[config.mk]
export PLATFORM = sky130hd
export DESIGN_NAME = fetch_buffer
export DESIGN_NICKNAME = d
export VERILOG_FILES = /design/src/rtl/fetch_buffer.sv
export SDC_FILE = /design/constraint.sdc
export NUM_CORES = 1
export LEC_CHECK = 0
export ABC_AREA = 0
export ABC_CLOCK_PERIOD_IN_PS = 4400
export CORE_ASPECT_RATIO = 0.9
export CORE_MARGIN = 1
export CORE_UTILIZATION = 45
export DETAILED_ROUTE_END_ITERATION = 10
export PLACE_DENSITY_LB_ADDON = 0.1
export SYNTH_ARGS = -nofsm -noshare
export SYNTH_HDL_FRONTEND = slang
export SYNTH_SLANG_ARGS = --single-unit
[constraint.sdc]
create_clock -name clk -period 4.4 [get_ports clk]
set_input_delay 0.88 -clock clk [delete_from_list [all_inputs] [get_ports clk]]
set_output_delay 0.88 -clock clk [all_outputs]
set_load 0.05 [all_outputs]
[src/rtl/fetch_buffer.sv]
// fetch_buffer: fetch PC owner and PC-tagged circular instruction FIFO feeding decode
module fetch_buffer #(
  parameter int          CORE_WIDTH = 2,
  parameter int          BUF_DEPTH  = 8,
  parameter logic [31:0] RESET_PC   = 32'h0
) (
  input  logic                         clk,
  input  logic                         rst,
  output logic [31:0]                  pc_addr_o,
  input  logic [CORE_WIDTH*32-1:0]     instruction_blk_i,
  input  logic                         redirect_valid_i,
  input  logic [31:0]                  redirect_pc_i,
  input  logic                         dec_ready_i,
  output logic [CORE_WIDTH-1:0]        dec_valid_o,
  output logic [CORE_WIDTH*32-1:0]     dec_instr_o,
  output logic [CORE_WIDTH*32-1:0]     dec_pc_o,
  output logic [$clog2(BUF_DEPTH+1)-1:0] buf_count_o
);
  localparam int PW = $clog2(BUF_DEPTH);
  localparam int CW = $clog2(BUF_DEPTH+1);
  logic [31:0]   fetch_pc_q, fetch_pc_d;
  logic [PW-1:0] rd_ptr_q, rd_ptr_d, wr_ptr_q, wr_ptr_d;
  logic [CW-1:0] count_q, count_d, nvalid;
  logic [31:0]   pc_q [BUF_DEPTH];
  logic [31:0]   instr_q [BUF_DEPTH];
  logic          enq, deq;
  assign pc_addr_o   = fetch_pc_q;
  assign buf_count_o = count_q;
  assign nvalid = (count_q < CW'(CORE_WIDTH)) ? count_q : CW'(CORE_WIDTH);
  // space check deliberately ignores this cycle's dequeue
  assign enq = !redirect_valid_i && (CW'(BUF_DEPTH) - count_q >= CW'(CORE_WIDTH));
  assign deq = dec_ready_i && !redirect_valid_i;
  always_comb begin
    fetch_pc_d = redirect_valid_i ? {redirect_pc_i[31:2], 2'b00}
               : enq ? fetch_pc_q + 32'(4*CORE_WIDTH) : fetch_pc_q;
    wr_ptr_d   = redirect_valid_i ? '0 : enq ? wr_ptr_q + PW'(CORE_WIDTH) : wr_ptr_q;
    rd_ptr_d   = redirect_valid_i ? '0 : deq ? rd_ptr_q + PW'(nvalid) : rd_ptr_q;
    count_d    = redirect_valid_i ? '0
               : count_q + (enq ? CW'(CORE_WIDTH) : '0) - (deq ? nvalid : '0);
  end
  always_ff @(posedge clk or posedge rst) begin
    if (rst) begin
      fetch_pc_q <= RESET_PC;
      rd_ptr_q   <= '0;
      wr_ptr_q   <= '0;
      count_q    <= '0;
    end else begin
      fetch_pc_q <= fetch_pc_d;
      rd_ptr_q   <= rd_ptr_d;
      wr_ptr_q   <= wr_ptr_d;
      count_q    <= count_d;
    end
  end
  always_ff @(posedge clk) begin
    if (enq)
      for (int i = 0; i < CORE_WIDTH; i++) begin
        instr_q[wr_ptr_q + PW'(i)] <= instruction_blk_i[32*i +: 32];
        pc_q[wr_ptr_q + PW'(i)]    <= fetch_pc_q + 32'(4*i);
      end
  end
  for (genvar g = 0; g < CORE_WIDTH; g++) begin : g_lane
    logic [PW-1:0] idx;
    assign idx                    = rd_ptr_q + PW'(g);
    assign dec_valid_o[g]         = CW'(g) < nvalid;
    assign dec_instr_o[32*g +: 32] = dec_valid_o[g] ? instr_q[idx] : 32'h00000013;
    assign dec_pc_o[32*g +: 32]    = dec_valid_o[g] ? pc_q[idx] : 32'h0;
  end
endmodule

==> metrics.md, run 1 <==
| Metric | Value |
|---|---|
| Post-route clock period utilization | `93.92%` |
| Dpl cell area | `32870 sq um` |
| Leak Pwr | `11.95 nW` |
| Number of antenna-violating nets in the routed design | `0` |
| Number of failing hold endpoints at the final stage | `0` |
| Total standard cell area after synthesis | `28890 sq um` |
| Library cell with the highest instance count after synthesis | `sky130_fd_sc_hd__nand2_1` |
| Die extent in x | `269.1 microns` |
| Last weighted congestion value of the routability-driven placer | `0.8411` |
| Cell family with most CP delay | `simple AND/OR/NAND/NOR gates` |
| Internal Dissipation | `14.69 mW` |
| Vias in the first global route | `19610` |
| Vias per Instance | `5.840` |
| Share of power burned in the clock network | `17.8%` |
| MaxCap Viol Count | `0` |
| Worst hold stages | `2` |
| Number of flip-flops and latches in the synthesized netlist | `535` |
| Count of standard-cell rows | `87` |
| Post-synth top area share | `51.55%` |
| Clock skew | `0.02763 ns` |
| First-pass iteration count of the detailed router | `5` |
| Clock sink count | `535` |
| Setup slack after layout | `0.2673 ns` |
| Number of synthesized flops with an enable pin | `496` |
| Area delta synth->final | `19.97%` |
| Min Clock Period, post-route | `4.133 ns` |
| Post-synth ARST share | `7.290%` |
| Worst EP arrival | `3.25 ns` |
| Required time of the worst setup path | `3.52 ns` |
| Initial standard-cell utilization of the core | `45.84%` |
| Port Buffer Count | `257` |
| Worst-case headroom to the max-slew limit | `14.82%` |
| Pin count of the biggest net entering global routing | `164` |
| Largest area contributor in the netlist | `sky130_fd_sc_hd__edfxtp_1` |
| Stage delay of the slowest cell on the critical path | `0.66 ns` |
| Bufs on Longest Clock Path | `3` |
| Total DRC errors in the routed layout | `0` |
| TNS Setup | `0 ns` |
| Critical Path Most Common Cell | `sky130_fd_sc_hd__inv_1` |
| Number of hold buffers added after cts | `0` |
| # nets final | `2509` |
| CTS-repair resized insts | `0` |
| Post-synthesis sequential area ratio | `54.93%` |
| H-tree levels | `2` |
| Startpoint kind of the worst setup timing path | `flop` |
| Post-CTS repair timing setup buffer count | `0` |
| Fraction of final layout cells with drive strength greater than 1 | `22.18%` |
| Total via count in the routed design | `19180` |
| Overall overflow remaining after global route | `0` |
| Unrepaired setup endpoints after global routing | `no` |
| Critical Path Slowest Stage Cell | `sky130_fd_sc_hd__nor2_4` |
| Maximum clock frequency | `0.2420 GHz` |
| Crit path depth | `8` |
| Top-level port count | `266` |
| Mean Syn Cell Area | `12.86 sq um` |
| Yosys cell types | `56` |
| Total power density per cell area | `755.8 nW/um^2` |
| TritonCTS clock tree | `built` |
| Switching pwr | `11.51 mW` |
| Dpl ws | `0.9377 ns` |
| Cell at the root of the clock tree | `sky130_fd_sc_hd__clkbuf_16` |
| Die area | `65220 sq um` |
| Most instantiated cells after synthesis | `sky130_fd_sc_hd__nand2_1, sky130_fd_sc_hd__edfxtp_1, sky130_fd_sc_hd__mux4_2` |
| Placeable core region | `63030 sq um` |
| R2R cell count | `11` |
| Post-synthesis instance total | `2246` |
| Synth area leaders | `sky130_fd_sc_hd__edfxtp_1, sky130_fd_sc_hd__mux4_2, sky130_fd_sc_hd__nand2_1, sky130_fd_sc_hd__dfrtp_1, sky130_fd_sc_hd__xnor2_1` |
| Die height | `242.4 microns` |
| Sw Ratio | `43.92%` |
| Largest fanout on the critical path | `13` |
| Antenna violations before repair | `4` |
| Buffers plus inverters on the worst setup path | `3` |
| Sequential cell fraction of total power | `28.3%` |
| Part of the total power dissipated in combinational logic | `53.9%` |
| Wirelength per Cell | `25.94 microns` |
| Most used flip-flop cell after synthesis | `sky130_fd_sc_hd__edfxtp_1` |
| Crit. End Element | `output pin` |
| Hold Crit Class | `in2reg` |
| Critical path, cell by cell | `inv_1 -> ha_1 -> nand2_1 -> nor3_2 -> inv_1 -> nor2_4 -> nor2_1 -> buf_4` |
| Setup violations, final | `0` |
| Number of max-slew violations in the final report | `0` |
| Iteration-0 DRC count of the detailed router | `1716` |
| Post-route cell area | `34660 sq um` |
| Global-route wire length before repair | `126100 microns` |
| Transition time at the pin with the least slew margin | `1.278 ns` |
| Largest vdd supply drop | `0.0005538 V` |
| Run status | `completed` |
| Worst skew pair latency | `0.63 ns` |
| Combined global-route utilization of all metal layers | `26.35%` |
| Detailed-placement wirelength estimate | `50970 microns` |
| YS warnings | `0` |
| Clock input transition at the sequential cells of the worst setup and hold paths | `0.07 ns` |
| Num CTS Buffers | `59` |
| Critical path class | `reg2out` |
| Final routed wirelength across all metal layers | `85190 microns` |
==> worst register-to-register path: cells and delay by family (launching register included) <==
kind                       cells  cell delay, ns
and+or+nand+nor                4            0.96
buffers and inverters          2            0.19
adders and majority gates      4            1.37
xor gates and xnor gates       1            0.15
DFF                            1            0.51
==> final cells by class <==
cell class | count | area [sq um]
inverters | 26 | 111.4
clock inverters | 20 | 150.1
clock buffers | 85 | 1635
flip-flops and latches | 535 | 15880
diodes | 4 | 10.01
repair buffers | 318 | 3776
fillers | 5130 | 28370
multi-input cells | 1451 | 12040
well taps | 845 | 1057
==> logic make-up (layout without fill, tap and decap cells) <==
group | after synthesis | after routing | synth area share [%]
simple gates | 856 | 856 | 11.95
compound gates | 115 | 115 | 2.486
fa+ha+maj | 18 | 18 | 0.8575
other cells | 1 | 10 | 0.01298
flops | 535 | 535 | 54.93
buf+inv | 265 | 449 | 3.798
mux | 316 | 316 | 21.70
xor+xnor | 140 | 140 | 4.270
==> final timing paths <==
kind	startpoint	to	slack, ns
max in group asynchronous	rst	rd_ptr_q[2]$_DFFE_PP0P_	3.26
hold reg to reg	pc_addr_o[3]$_DFFE_PP0N_	pc_addr_o[3]$_DFFE_PP0N_	0.65
min in group asynchronous	rst	pc_addr_o[12]$_DFFE_PP0N_	0.70
setup reg to reg	buf_count_o[0]$_DFF_PP0_	buf_count_o[3]$_DFF_PP0_	1.10
hold / removal	redirect_valid_i	buf_count_o[0]$_DFF_PP0_	0.64
setup / recovery	buf_count_o[2]$_DFF_PP0_	dec_pc_o[22]	0.27
==> metal layers <==
metal  wire, microns  track usage [%]
met1           35410            37.29
met2           41670            43.03
met3            6355            3.527
met4            1742            6.551
met5              13                0
==> through the flow <==
stage	cells	util, %	total power, mW	hold WS [ns]
after CTS	3280	54.98	26.39	0.6187
after global placement	3175	52.14	21.55	0.6298
after detailed placement	3175	52.14	21.71	0.6320
after floorplan	2251	-	15.66	0.6345
after global routing	3282	54.99	27.19	0.6746
final	3284	54.99	26.20	0.6362
==> sequential cells by signal, indices dropped and copies added, names as in the netlist <==
register,flops
buf_count_o,4
pc_q,240
pc_addr_o,30
rd_ptr_q,3
instr_q,256
wr_ptr_q,2
==> power groups by stage <==
stage | registers, mW | logic, mW | clock network (mW)
2_1_floorplan | 7.41 | 8.25 | 0
3_3_place_gp | 7.40 | 14.1 | 0
3_5_place_dp | 7.49 | 14.2 | 0
4_1_cts | 7.39 | 14.3 | 4.75
5_1_grt | 7.49 | 14.8 | 4.93
6_report | 7.40 | 14.1 | 4.67
==> cell usage in the layout, fill, tap and decap left out, types with 4 or more instances in the layout <==
| master | instances |
|---|---|
| sky130_fd_sc_hd__clkbuf_1 | 21 |
| sky130_fd_sc_hd__or3_1 | 8 |
| sky130_fd_sc_hd__diode_2 | 4 |
| sky130_fd_sc_hd__and3_1 | 4 |
| sky130_fd_sc_hd__and2_1 | 5 |
| sky130_fd_sc_hd__a211oi_1 | 5 |
| sky130_fd_sc_hd__edfxtp_1 | 496 |
| sky130_fd_sc_hd__nor2_1 | 138 |
| sky130_fd_sc_hd__a21oi_1 | 64 |
| sky130_fd_sc_hd__or4_1 | 6 |
| sky130_fd_sc_hd__a22oi_1 | 4 |
| sky130_fd_sc_hd__conb_1 | 6 |
| sky130_fd_sc_hd__a211o_1 | 4 |
| sky130_fd_sc_hd__clkdlybuf4s50_1 | 131 |
| sky130_fd_sc_hd__inv_4 | 4 |
| sky130_fd_sc_hd__o21ai_0 | 17 |
| sky130_fd_sc_hd__clkbuf_16 | 60 |
| sky130_fd_sc_hd__clkinv_1 | 14 |
| sky130_fd_sc_hd__nor2b_1 | 6 |
| sky130_fd_sc_hd__nand2_1 | 618 |
| sky130_fd_sc_hd__buf_12 | 85 |
| sky130_fd_sc_hd__mux4_2 | 248 |
| sky130_fd_sc_hd__nand3_1 | 23 |
| sky130_fd_sc_hd__and4_1 | 5 |
| sky130_fd_sc_hd__buf_4 | 101 |
| sky130_fd_sc_hd__nor3_1 | 12 |
| sky130_fd_sc_hd__xor2_1 | 56 |
| sky130_fd_sc_hd__ha_1 | 14 |
| sky130_fd_sc_hd__o211ai_4 | 4 |
| sky130_fd_sc_hd__nand4_1 | 14 |
| sky130_fd_sc_hd__xnor2_1 | 81 |
| sky130_fd_sc_hd__inv_1 | 17 |
| sky130_fd_sc_hd__mux2i_1 | 66 |
| sky130_fd_sc_hd__dfrtp_1 | 36 |
| sky130_fd_sc_hd__clkinv_2 | 7 |
| sky130_fd_sc_hd__clkbuf_8 | 4 |
Note: power is estimated with default switching activity, not from simulation.
==> run 2: changes to the inputs <==
Settings changed: ABC_AREA 0 to 1.
==> run 2 against run 1 <==
  * Cell count up 56%
  * Total power up 15%
  * Hold slack better by 0.018 ns
  * Clock skew up 0.0041 ns
  * First-iteration DRC count up 58%
  * Largest power group unchanged
==> metrics.md, run 2 <==
| Metric | Value |
|---|---|
| Largest area contributor in the netlist | `sky130_fd_sc_hd__edfxtp_1` |
| Overall overflow remaining after global route | `0` |
| Min Clock Period, post-route | `4.280 ns` |
| Setup violations, final | `0` |
| Sw Ratio | `47.10%` |
| Worst skew pair latency | `0.64 ns` |
| Critical Path Slowest Stage Cell | `sky130_fd_sc_hd__clkdlybuf4s50_1` |
| CP endpoint | `dec_valid_o[0]` |
| Switching pwr | `14.22 mW` |
| Post-synthesis instance total | `4108` |
| Number of hold buffers added after cts | `0` |
| Number of max-slew violations in the final report | `0` |
| Fraction of final layout cells with drive strength greater than 1 | `9.052%` |
| Core utilization of the finished layout | `54.44%` |
| Number of instances in the placed design | `5018` |
| Leak Pwr | `15.51 nW` |
| Transition time at the pin with the least slew margin | `1.149 ns` |
| Non-filler cells in the finished layout | `5131` |
| Worst-case headroom to the max-slew limit | `23.43%` |
| Antenna violations before repair | `3` |
| Number of flip-flops and latches in the synthesized netlist | `535` |
| Combined global-route utilization of all metal layers | `28.47%` |
| Mean Syn Cell Area | `7.644 sq um` |
| Worst EP arrival | `3.40 ns` |
| Most used flip-flop cell after synthesis | `sky130_fd_sc_hd__edfxtp_1` |
| YS warnings | `0` |
| Die extent in x | `280.5 microns` |
| Post-synth ARST share | `7.290%` |
| Launching instance or port of the critical path | `buf_count_o[2]$_DFF_PP0_` |
| Port Buffer Count | `257` |
| Area delta synth->final | `19.24%` |
| Total power | `30.20 mW` |
| Wirelength per Cell | `19.71 microns` |
| Number of antenna-violating nets in the routed design | `0` |
| Commonest non-fill, non-tap cells in the layout | `sky130_fd_sc_hd__nand2_1, sky130_fd_sc_hd__edfxtp_1, sky130_fd_sc_hd__a21oi_1, sky130_fd_sc_hd__nor2_1, sky130_fd_sc_hd__o21ai_0` |
| Global-route wire length before repair | `153000 microns` |
| R2R cell count | `10` |
| Post-synthesis sequential area ratio | `50.54%` |
| Library cell with the highest instance count after synthesis | `sky130_fd_sc_hd__nand2_1` |
| # nets final | `4267` |
| Initial standard-cell utilization of the core | `45.66%` |
| Post-route cell area | `37440 sq um` |
| Buffers plus inverters on the worst setup path | `4` |
| Yosys cell types | `32` |
| Critical register-to-register path startpoint | `pc_addr_o[2]$_DFFE_PP0P_` |
| Number of synthesized flops with an enable pin | `496` |
| Clock sink count | `535` |
| Maximum clock frequency | `0.2337 GHz` |
| Unrepaired setup endpoints after global routing | `no` |
| Dpl cell area | `35540 sq um` |
| Largest fanout on the critical path | `13` |
| Number of failing hold endpoints at the final stage | `0` |
| Count of standard-cell rows | `91` |
| First-pass iteration count of the detailed router | `6` |
| Iteration-0 DRC count of the detailed router | `2703` |
| Total power density per cell area | `806.5 nW/um^2` |
| Num CTS Buffers | `59` |
| Crit path depth | `8` |
| Part of the total power dissipated in combinational logic | `57.1%` |
| Critical path, cell by cell | `inv_2 -> ha_1 -> nand2_1 -> nor3_4 -> inv_2 -> nor2_4 -> inv_1 -> clkdlybuf4s50_1` |
| Vias in the first global route | `25450` |
| Top-level port count | `266` |
| Critical path class | `reg2out` |
| Sequential cell fraction of total power | `26.6%` |
| Largest vdd supply drop | `0.0005554 V` |
| TNS Setup | `0 ns` |
| TritonCTS clock tree | `built` |
| Total via count in the routed design | `27640` |
| Last weighted congestion value of the routability-driven placer | `0.9081` |
| Required time of the worst setup path | `3.52 ns` |
| Startpoint kind of the worst setup timing path | `flop` |
| Cell family with most CP delay | `buffers and inverters` |
| Crit. End Element | `output pin` |
| Register with the most flip-flops | `instr_q` |
| Clock input transition at the sequential cells of the worst setup and hold paths | `0.06 ns` |
| Total DRC errors in the routed layout | `0` |
| Hold Crit Class | `reg2reg` |
| Stage delay of the slowest cell on the critical path | `0.77 ns` |
| H-tree levels | `2` |
| Most instantiated cells after synthesis | `sky130_fd_sc_hd__nand2_1, sky130_fd_sc_hd__edfxtp_1, sky130_fd_sc_hd__a21oi_1` |
| Final routed wirelength across all metal layers | `101100 microns` |
| Die height | `252.6 microns` |
| Placeable core region | `68770 sq um` |
| Detailed-placement wirelength estimate | `58650 microns` |
| Flop2flop setup slack | `1.38 ns` |
| Bufs on Longest Clock Path | `3` |
| Post-synth top area share | `47.43%` |
| Number of flip-flops in the largest register | `256` |
| Die area | `70840 sq um` |
| Clock skew | `0.03173 ns` |
| Synth area leaders | `sky130_fd_sc_hd__edfxtp_1, sky130_fd_sc_hd__nand2_1, sky130_fd_sc_hd__a21oi_1, sky130_fd_sc_hd__o21ai_0, sky130_fd_sc_hd__nor2_1` |
| Total standard cell area after synthesis | `31400 sq um` |
| Hold slack | `0.6542 ns` |
| FF-to-FF End | `pc_q[3][30]$_DFFE_PP_` |
| Pin count of the biggest net entering global routing | `182` |
| Post-route clock period utilization | `97.26%` |
| Internal Dissipation | `15.97 mW` |
| Vias per Instance | `5.386` |
| MaxCap Viol Count | `0` |
| Dpl ws | `0.7192 ns` |
| Commonest non-fill, non-tap cell in the layout | `sky130_fd_sc_hd__nand2_1` |
| Critical Path Most Common Cell | `sky130_fd_sc_hd__inv_2` |
| Setup slack after layout | `0.1204 ns` |
| Share of power burned in the clock network | `16.3%` |
| Run status | `completed` |
| Cell at the root of the clock tree | `sky130_fd_sc_hd__clkbuf_16` |
run 2: worst reg2reg max path, stage by stage, from the launching register on:
cell and delay (ns):
sky130_fd_sc_hd__dfrtp_1 0.82, sky130_fd_sc_hd__ha_1 0.52, sky130_fd_sc_hd__inv_1 0.11, sky130_fd_sc_hd__nor2_1 0.35, sky130_fd_sc_hd__inv_1 0.15, sky130_fd_sc_hd__nor2_1 0.30
sky130_fd_sc_hd__nand2_1 0.09, sky130_fd_sc_hd__nand2_1 0.06, sky130_fd_sc_hd__nand2_1 0.19, sky130_fd_sc_hd__nand2_1 0.11, sky130_fd_sc_hd__nand2_1 0.05
run 2: kinds of logic after synthesis:
family                   after synthesis  share of synthesized area (%)
adder cells (fa/ha/maj)               18                         0.7889
AND/OR/NAND/NOR                     2124                          27.29
buffers and inverters                617                          8.113
AO/OA/AOI/OAI                        790                          12.61
XOR/XNOR                              23                         0.6415
other                                  1                        0.01194
flip-flops                           535                          50.54
run 2: area by class of cell:
| cell class | count | area (sq um) |
|---|---|---|
| fillers | 6371 | 31330 |
| flip-flops and latches | 535 | 15880 |
| multi-input cells | 2961 | 13100 |
| repair buffers | 332 | 4405 |
| clock buffers | 76 | 1592 |
| well taps | 930 | 1164 |
| inverters | 260 | 993.5 |
| clock inverters | 34 | 302.8 |
| diodes | 3 | 7.507 |
run 2: how the worst min path moves through the flow:
stage / slack, ns / from / endpoint / cells past startpoint
finish: 0.65 / pc_addr_o[3]$_DFFE_PP0N_ / pc_addr_o[4]$_DFFE_PP0N_ / 3
CTS: 0.66 / pc_addr_o[3]$_DFFE_PP0N_ / pc_addr_o[4]$_DFFE_PP0N_ / 3
global placement: 0.63 / pc_addr_o[3]$_DFFE_PP0N_ / pc_addr_o[4]$_DFFE_PP0N_ / 3
floorplan: 0.60 / wr_ptr_q[2]$_DFFE_PP0N_ / wr_ptr_q[2]$_DFFE_PP0N_ / 2
global route: 0.72 / wr_ptr_q[2]$_DFFE_PP0N_ / wr_ptr_q[2]$_DFFE_PP0N_ / 2
detailed placement: 0.65 / pc_addr_o[3]$_DFFE_PP0N_ / pc_addr_o[4]$_DFFE_PP0N_ / 3
run 2: what timing repair did:
action,CTS,global route
endpoints found under the setup margin,0,10
resized for setup,0,1
setup buffers,0,0
run 2: routing by layer:
metal	part of all wire [%]	track usage (%)	up-vias
met5	0	0	-
met4	3.1	9.820	0
met3	8.2	3.633	201
met2	46	46.27	1140
met1	42	39.19	12800
li1	-	-	13500
run 2: power groups by stage:
stage / logic (mW) / clock network [mW] / registers [mW]
2_1_floorplan: 9.48 / 0 / 8.04
3_3_place_gp: 17.1 / 0 / 8.10
3_5_place_dp: 17.2 / 0 / 8.11
4_1_cts: 17.3 / 4.98 / 8.01
5_1_grt: 18.3 / 5.18 / 8.16
6_report: 17.2 / 4.93 / 8.04
